### config.mk
export PLATFORM = sky130hd
export DESIGN_NAME = seq_alu
export DESIGN_NICKNAME = d
export VERILOG_FILES = /design/src/rtl/alu_pkg.sv /design/src/rtl/alu_mul_iter.sv /design/src/rtl/seq_alu.sv
export SDC_FILE = /design/constraint.sdc
export NUM_CORES = 1
export LEC_CHECK = 0
export CAP_MARGIN = 40
export CORE_UTILIZATION = 25
export CTS_CLUSTER_SIZE = 12
export DETAILED_ROUTE_END_ITERATION = 8
export PLACE_DENSITY = 0.44
export SYNTH_ARGS = -nofsm -noshare
export SYNTH_HDL_FRONTEND = slang
export SYNTH_SLANG_ARGS = --single-unit
### constraint.sdc
create_clock -name clk -period 3 [get_ports clk]
set_clock_uncertainty 0.2 [all_clocks]
set_input_delay 0.45 -clock clk [delete_from_list [all_inputs] [get_ports clk]]
set_output_delay 0.45 -clock clk [all_outputs]
set_load 0.01 [all_outputs]
### src/rtl/alu_pkg.sv
// Shared definitions for the sequential ALU.
//   OP_*       one-hot opcodes
//   state_t    control FSM states
//   popcount   number of set bits in a vector (up to POP_MAX_W bits, zero-extend narrower inputs)
package alu_pkg;

   localparam logic [5:0] OP_ADD = 6'b000001;
   localparam logic [5:0] OP_SUB = 6'b000010;
   localparam logic [5:0] OP_MUL = 6'b000100;
   localparam logic [5:0] OP_CNT = 6'b001000;
   localparam logic [5:0] OP_XOR = 6'b010000;
   localparam logic [5:0] OP_MAX = 6'b100000;

   localparam int POP_MAX_W = 64;

   typedef enum logic [1:0] {
      IDLE = 2'd0,
      MUL  = 2'd1,
      DONE = 2'd2
   } state_t;

   function automatic logic [7:0] popcount(input logic [POP_MAX_W-1:0] v);
      logic [7:0] c;
      c = '0;
      for (int i = 0; i < POP_MAX_W; i++) begin
         c = c + {7'd0, v[i]};
      end
      return c;
   endfunction

endpackage

### src/rtl/alu_mul_iter.sv
// Iterative shift-add multiplier, one partial product per cycle.
//   clk, reset_n   clock, async active-low reset
//   start          load operands (also performs the first iteration)
//   signed_mode    1 = operands are two's complement
//   a, b           WIDTH-bit operands
//   busy           iterations still outstanding
//   done           one-cycle pulse when product is final
//   product        2*WIDTH-bit result, valid while done=1 and until the next start
module alu_mul_iter #(
   parameter int WIDTH = 5
) (
   input  logic                 clk,
   input  logic                 reset_n,
   input  logic                 start,
   input  logic                 signed_mode,
   input  logic [WIDTH-1:0]     a,
   input  logic [WIDTH-1:0]     b,
   output logic                 busy,
   output logic                 done,
   output logic [2*WIDTH-1:0]   product
);

   localparam int RW = 2 * WIDTH;
   localparam int CW = $clog2(WIDTH + 1);

   logic [WIDTH:0]  w_a_mag;
   logic [WIDTH:0]  w_b_mag;
   logic            w_neg;
   logic [RW-1:0]   w_pp;

   logic [RW-1:0]   r_mcand;
   logic [RW-1:0]   r_acc;
   logic [WIDTH:0]  r_mplier;
   logic            r_neg;
   logic [CW-1:0]   r_cnt;
   logic            r_busy;
   logic            r_done;

   // Magnitudes are formed in WIDTH+1 bits so that -2^(WIDTH-1) negates cleanly.
   always_comb begin
      w_a_mag = {1'b0, a};
      w_b_mag = {1'b0, b};
      if (signed_mode && a[WIDTH-1]) w_a_mag = -{1'b1, a};
      if (signed_mode && b[WIDTH-1]) w_b_mag = -{1'b1, b};
      w_neg = signed_mode & (a[WIDTH-1] ^ b[WIDTH-1]);
      w_pp  = r_mplier[0] ? r_mcand : '0;
   end

   // Control: the start cycle is iteration 1; busy cycles count iterations 2..WIDTH.
   always_ff @(posedge clk or negedge reset_n) begin
      if (!reset_n) begin
         r_busy <= 1'b0;
         r_done <= 1'b0;
         r_cnt  <= '0;
      end else begin
         r_done <= 1'b0;
         if (start) begin
            r_busy <= 1'b1;
            r_cnt  <= CW'(1);
         end else if (r_busy) begin
            r_cnt <= r_cnt + CW'(1);
            if (r_cnt == CW'(WIDTH - 1)) begin
               r_busy <= 1'b0;
               r_done <= 1'b1;
            end
         end
      end
   end

   // Datapath: no reset needed, only observed through done.
   always_ff @(posedge clk) begin
      if (start) begin
         r_mcand  <= RW'(w_a_mag) << 1;
         r_acc    <= w_b_mag[0] ? RW'(w_a_mag) : '0;
         r_mplier <= w_b_mag >> 1;
         r_neg    <= w_neg;
      end else if (r_busy) begin
         r_acc    <= r_acc + w_pp;
         r_mcand  <= r_mcand << 1;
         r_mplier <= r_mplier >> 1;
      end
   end

   assign busy    = r_busy;
   assign done    = r_done;
   assign product = r_neg ? -r_acc : r_acc;

endmodule

### src/rtl/seq_alu.sv
// Registered, handshaked ALU holding one operation in flight.
//   clk, reset_n          clock, async active-low reset
//   in_valid / in_ready   request handshake (operation, mode, in1, in2)
//   operation             one-hot opcode (alu_pkg::OP_*)
//   mode                  0 = unsigned, 1 = signed
//   out_valid / out_ready result handshake
//   out                   2*WIDTH-bit result
//   balance               even parity of out
//   equality              captured in1 == in2
//   illegal               opcode was not a legal one-hot code
module seq_alu
   import alu_pkg::*;
#(
   parameter int WIDTH = 5
) (
   input  logic                 clk,
   input  logic                 reset_n,
   input  logic                 in_valid,
   output logic                 in_ready,
   input  logic [5:0]           operation,
   input  logic                 mode,
   input  logic [WIDTH-1:0]     in1,
   input  logic [WIDTH-1:0]     in2,
   output logic                 out_valid,
   input  logic                 out_ready,
   output logic [2*WIDTH-1:0]   out,
   output logic                 balance,
   output logic                 equality,
   output logic                 illegal
);

   localparam int RW = 2 * WIDTH;

   state_t          r_state;
   state_t          w_next;
   logic            r_eq_pend;
   logic            w_load_alu;
   logic            w_load_mul;
   logic            w_mul_start;
   logic            w_mul_busy;
   logic            w_mul_done;
   logic [RW-1:0]   w_mul_prod;
   logic [RW-1:0]   w_res;
   logic            w_ill;
   logic            w_gt;

   function automatic logic [RW-1:0] ext(input logic [WIDTH-1:0] v, input logic sgn);
      return sgn ? {{WIDTH{v[WIDTH-1]}}, v} : {{WIDTH{1'b0}}, v};
   endfunction

   // Single-cycle datapath, evaluated on the live inputs at the accept edge.
   always_comb begin
      w_res = '0;
      w_ill = 1'b0;
      w_gt  = mode ? ($signed(in1) > $signed(in2)) : (in1 > in2);
      case (operation)
         OP_ADD:  w_res = ext(in1, mode) + ext(in2, mode);
         OP_SUB:  w_res = ext(in1, mode) - ext(in2, mode);
         OP_MUL:  w_res = '0;
         OP_CNT:  w_res = RW'(popcount(POP_MAX_W'(in1))) + RW'(popcount(POP_MAX_W'(in2)));
         OP_XOR:  w_res = ext(in1 ^ in2, mode);
         OP_MAX:  w_res = ext(w_gt ? in1 : in2, mode);
         default: w_ill = 1'b1;
      endcase
   end

   always_comb begin
      w_next      = r_state;
      in_ready    = 1'b0;
      out_valid   = 1'b0;
      w_load_alu  = 1'b0;
      w_load_mul  = 1'b0;
      w_mul_start = 1'b0;
      case (r_state)
         IDLE: in_ready = 1'b1;
         MUL: begin
            if (w_mul_done && !w_mul_busy) begin
               w_next     = DONE;
               w_load_mul = 1'b1;
            end
         end
         DONE: begin
            out_valid = 1'b1;
            in_ready  = out_ready;
            if (out_ready) w_next = IDLE;
         end
         default: w_next = IDLE;
      endcase
      // An accept overrides the DONE->IDLE drain, giving back-to-back issue.
      if (in_valid && in_ready) begin
         if (operation == OP_MUL) begin
            w_next      = MUL;
            w_mul_start = 1'b1;
         end else begin
            w_next     = DONE;
            w_load_alu = 1'b1;
         end
      end
   end

   always_ff @(posedge clk or negedge reset_n) begin
      if (!reset_n) begin
         r_state   <= IDLE;
         r_eq_pend <= 1'b0;
         out       <= '0;
         balance   <= 1'b0;
         equality  <= 1'b0;
         illegal   <= 1'b0;
      end else begin
         r_state <= w_next;
         // Equality must be remembered across the multiply iterations.
         if (w_mul_start) r_eq_pend <= (in1 == in2);
         if (w_load_alu) begin
            out      <= w_res;
            balance  <= ~^w_res;
            equality <= (in1 == in2);
            illegal  <= w_ill;
         end else if (w_load_mul) begin
            out      <= w_mul_prod;
            balance  <= ~^w_mul_prod;
            equality <= r_eq_pend;
            illegal  <= 1'b0;
         end
      end
   end

   alu_mul_iter #(.WIDTH(WIDTH)) u_mul (
      .clk         (clk),
      .reset_n     (reset_n),
      .start       (w_mul_start),
      .signed_mode (mode),
      .a           (in1),
      .b           (in2),
      .busy        (w_mul_busy),
      .done        (w_mul_done),
      .product     (w_mul_prod)
   );

endmodule

==> results.sh <==
export IMPL_period_share_pct=146
export IMPL_seqPwrFrac_pct=35.7
export IMPL_cts_tree="built"
export IMPL_clock_power_share_pct=24.3
export IMPL_place_congestion=0.834
export IMPL_peakVddDrop_uv=211
export IMPL_synth_top_family_by_area="simple AND/OR/NAND/NOR gates"
export IMPL_critPathCaptureType="flop"
export IMPL_io_buffers=35
export IMPL_cts_buffer_depth=2
export IMPL_cts_made_buffers=5
export IMPL_cap_violations=0
export IMPL_first_pass_iters=4
export IMPL_synthesis_nets=493
export IMPL_yosys_area_share_simple_pct=18.5
export IMPL_cp_start_kind="primary input"
export IMPL_p_int_mw=1.55
export IMPL_antenna_found_initial=0
export IMPL_clock_latency_ns=0.29
export IMPL_fp_row_count=45
export IMPL_grt_pass1_wl_um=18400
export IMPL_synth_flop_cell="edfxtp_1"
export IMPL_avgSynthCellArea_um2=8.93
export IMPL_ys_warn_count=0
export IMPL_synth_enable_flop_cells=22
export IMPL_core_um2=15200
export IMPL_drive_above_1_share_pct=33.0
export IMPL_overflow=0
export IMPL_place_inst=738
export IMPL_cts_sinks=46
export IMPL_path_clk_slew_ns=0.07
export IMPL_tns_ns=-3.79
export IMPL_synthAdderAreaFrac_pct=13.5
export IMPL_htreeDepth=2
export IMPL_ant_nets=0
export IMPL_path_max_fanout=2
export IMPL_wl_per_cell_um=15.1
export IMPL_placed_area_um2=5150
export IMPL_regToRegStartpoint="u_mul.r_mplier[0]"
export IMPL_grt_max_degree=22
export IMPL_ios=36
export IMPL_yosysMostFrequentCell="nand2_1"
export IMPL_final_setup_viol_count=6
export IMPL_routed_wl_um=11500
export IMPL_cts_hold_buffers=0
export IMPL_yosysTopAreaCell="edfxtp_1"
export IMPL_synthToLayoutAreaGrowth_pct=47.7
export IMPL_synth_cell_types=53
export IMPL_die_h_um=127
export IMPL_fin_cells=761
export IMPL_gr_usage_all_layers_pct=14.7
export IMPL_drv_slew=0
export IMPL_synth_top_area_share_pct=17.0
export IMPL_violations="negative setup slack"
export IMPL_yosys_top_cells_area="edfxtp_1, dfrtp_1, ha_1, xnor2_1, nand2_1"
export IMPL_status="finished, violations left"
export IMPL_initial_core_util_pct=25.5
export IMPL_final_util_pct=37.7
export IMPL_setup_ws_ns=-1.37
export IMPL_hp_class="primary input to asynchronous set/reset pin"
export IMPL_critPathKind="primary input to flop"
export IMPL_design_area_um2=5730
export IMPL_die_x_um=127
export IMPL_synthesis_area_um2=3880
export IMPL_switchingPower_mw=0.750
export IMPL_p_sw_share_pct=32.6
export IMPL_async_reset_ff_share_pct=45.7
export IMPL_p_per_area_nw_per_um2=401
export IMPL_yosys_mux_area_fraction_pct=2.19
export IMPL_vias=3588
export IMPL_cts_root_buf="clkbuf_16"
export IMPL_comb_power_share_pct=40.0
export IMPL_yosysSeqAreaShare_pct=32.1
export IMPL_grt_setup_unrepaired="true"
export IMPL_synth_seq_cells=46
export IMPL_nets=630
export IMPL_worstReg2RegEnd="u_mul.r_acc[9]"
export IMPL_arrival_ns=4.35
export IMPL_synth_commonest_cells="nand2_1, nor2_1, inv_1"
export IMPL_synthXorXnorAreaFrac_pct=11.7
export IMPL_die_area_um2=16000
export IMPL_grt_pass1_vias=3586
export IMPL_viasPerCell=4.71
export IMPL_fin_crit_ns=4.37
export IMPL_fmax_mhz=229
export IMPL_drtIter0Drc=167
export IMPL_hold_viol_final=0
export IMPL_hpwl_um=9100
export IMPL_power_leakage_nw=2.56
export IMPL_r2r_cells=13
export IMPL_antenna_cells=0
export IMPL_fillerInstances=1553
export IMPL_synthCells=435
export IMPL_ff2ff_setup_slack_ns=0.38
export IMPL_synth_compound_area_share_pct=17.3
export IMPL_drc_errors=0
export IMPL_cp_required_ns=2.98
sequential cells by signal, indices dropped and copies added, names as in the netlist:
register        flops
balance             1
r_state             2
illegal             1
u_mul.done          1
equality            1
r_eq_pend           1
u_mul.r_cnt         3
u_mul.r_mcand       9
u_mul.r_neg         1
u_mul.r_mplier      5
u_mul.r_acc        10
u_mul.busy          1
out                10
critical path: stages:
cell	delay, ns
buf_8	0.10
fa_1	0.54
inv_2	0.04
fa_2	0.56
fa_1	0.43
inv_2	0.09
ha_4	0.14
fa_2	0.43
nand2_2	0.07
o221ai_2	0.08
a221o_1	0.30
xnor2_1	0.19
xnor3_1	0.46
xnor3_1	0.26
xnor2_1	0.13
o21ai_1	0.08
per-layer routing:
layer / vias up / GRT usage (%) / routed length, µm
met5: - / 0 / 0
li1: 1793 / - / -
met4: 0 / 2.55 / 116
met2: 65 / 25.3 / 5440
met3: 10 / 2.66 / 382
met1: 1720 / 19.4 / 5540
per-stage QoR:
stage / total power [mW] / hold WS [ns] / setup slack, ns
4_1_cts: 2.27 / 0.296 / -1.38
3_5_place_dp: 1.63 / 0.280 / -2.04
6_report: 2.30 / 0.298 / -1.37
3_3_place_gp: 1.61 / 0.271 / -1.94
5_1_grt: 2.45 / 0.312 / -1.50
2_1_floorplan: 1.31 / -0.0456 / -1.27
power groups by stage:
| stage | clock network (mW) | logic [mW] | registers, mW |
|---|---|---|---|
| floorplan | 0 | 0.492 | 0.817 |
| global placement | 0 | 0.781 | 0.830 |
| detailed placement | 0 | 0.801 | 0.832 |
| CTS | 0.577 | 0.873 | 0.820 |
| global route | 0.599 | 1.02 | 0.831 |
| finish | 0.559 | 0.919 | 0.819 |
layout make-up:
cell class / instances / area (µm²) / share of cell area [%]
well taps: 188 / 235 / 4.10
repair buffers: 142 / 1200 / 20.9
inverters: 35 / 138 / 2.40
clock inverters: 3 / 20.0 / 0.349
clock buffers: 5 / 125 / 2.18
multi-input cells: 342 / 2770 / 48.3
flip-flops and latches: 46 / 1250 / 21.7
cell usage in the layout (no fill, tap or decap), drive strengths merged, types with 3 or more instances in the layout:
cell / synthesis / routed
and2: 11 / 11
fa: 8 / 8
clkbuf: 11 / 6
and3: 6 / 6
dfxtp: 3 / 3
dlygate4sd2: 0 / 3
o221ai: 6 / 6
edfxtp: 22 / 22
clkdlybuf4s50: 0 / 21
o21a: 4 / 4
buf: 1 / 116
nor2b: 10 / 10
inv: 35 / 35
dfrtp: 21 / 21
nor3: 7 / 7
nor4: 3 / 3
nand2b: 5 / 5
ha: 29 / 29
xnor2: 33 / 33
mux2i: 7 / 7
a221o: 6 / 6
nand3: 8 / 8
nor3b: 3 / 3
a21oi: 25 / 25
o31ai: 3 / 3
xnor3: 3 / 3
a22oi: 4 / 4
o21ai: 26 / 26
xor2: 11 / 11
a21o: 7 / 7
nor2: 39 / 39
nand2: 53 / 53
worst max-delay path by stage:
stage           start  slack [ns]  cells past startpoint       to
6_report       in2[2]       -1.37                     16  balance
4_1_cts        in1[1]       -1.38                     16  balance
5_1_grt        in2[2]       -1.50                     16  balance
3_5_place_dp   in1[1]       -2.04                     16  balance
3_3_place_gp   in1[1]       -1.94                     16  balance
2_1_floorplan  in2[0]       -1.27                     15  balance
cell families (layout without fill, tap and decap cells):
group / count (synthesis) / count (layout)
flops: 46 / 46
buf+inv: 47 / 185
simple gates: 151 / 151
xor+xnor: 47 / 47
fa+ha+maj: 37 / 37
compound gates: 98 / 98
other cells: 1 / 1
mux: 8 / 8
what timing repair did:
action                     4_1_cts  5_1_grt
setup endpoints to repair       11       11
buffers inserted                35        7
gates resized for setup        106       36
pin swaps                       31       37
Note: power is estimated with default switching activity, not from simulation.
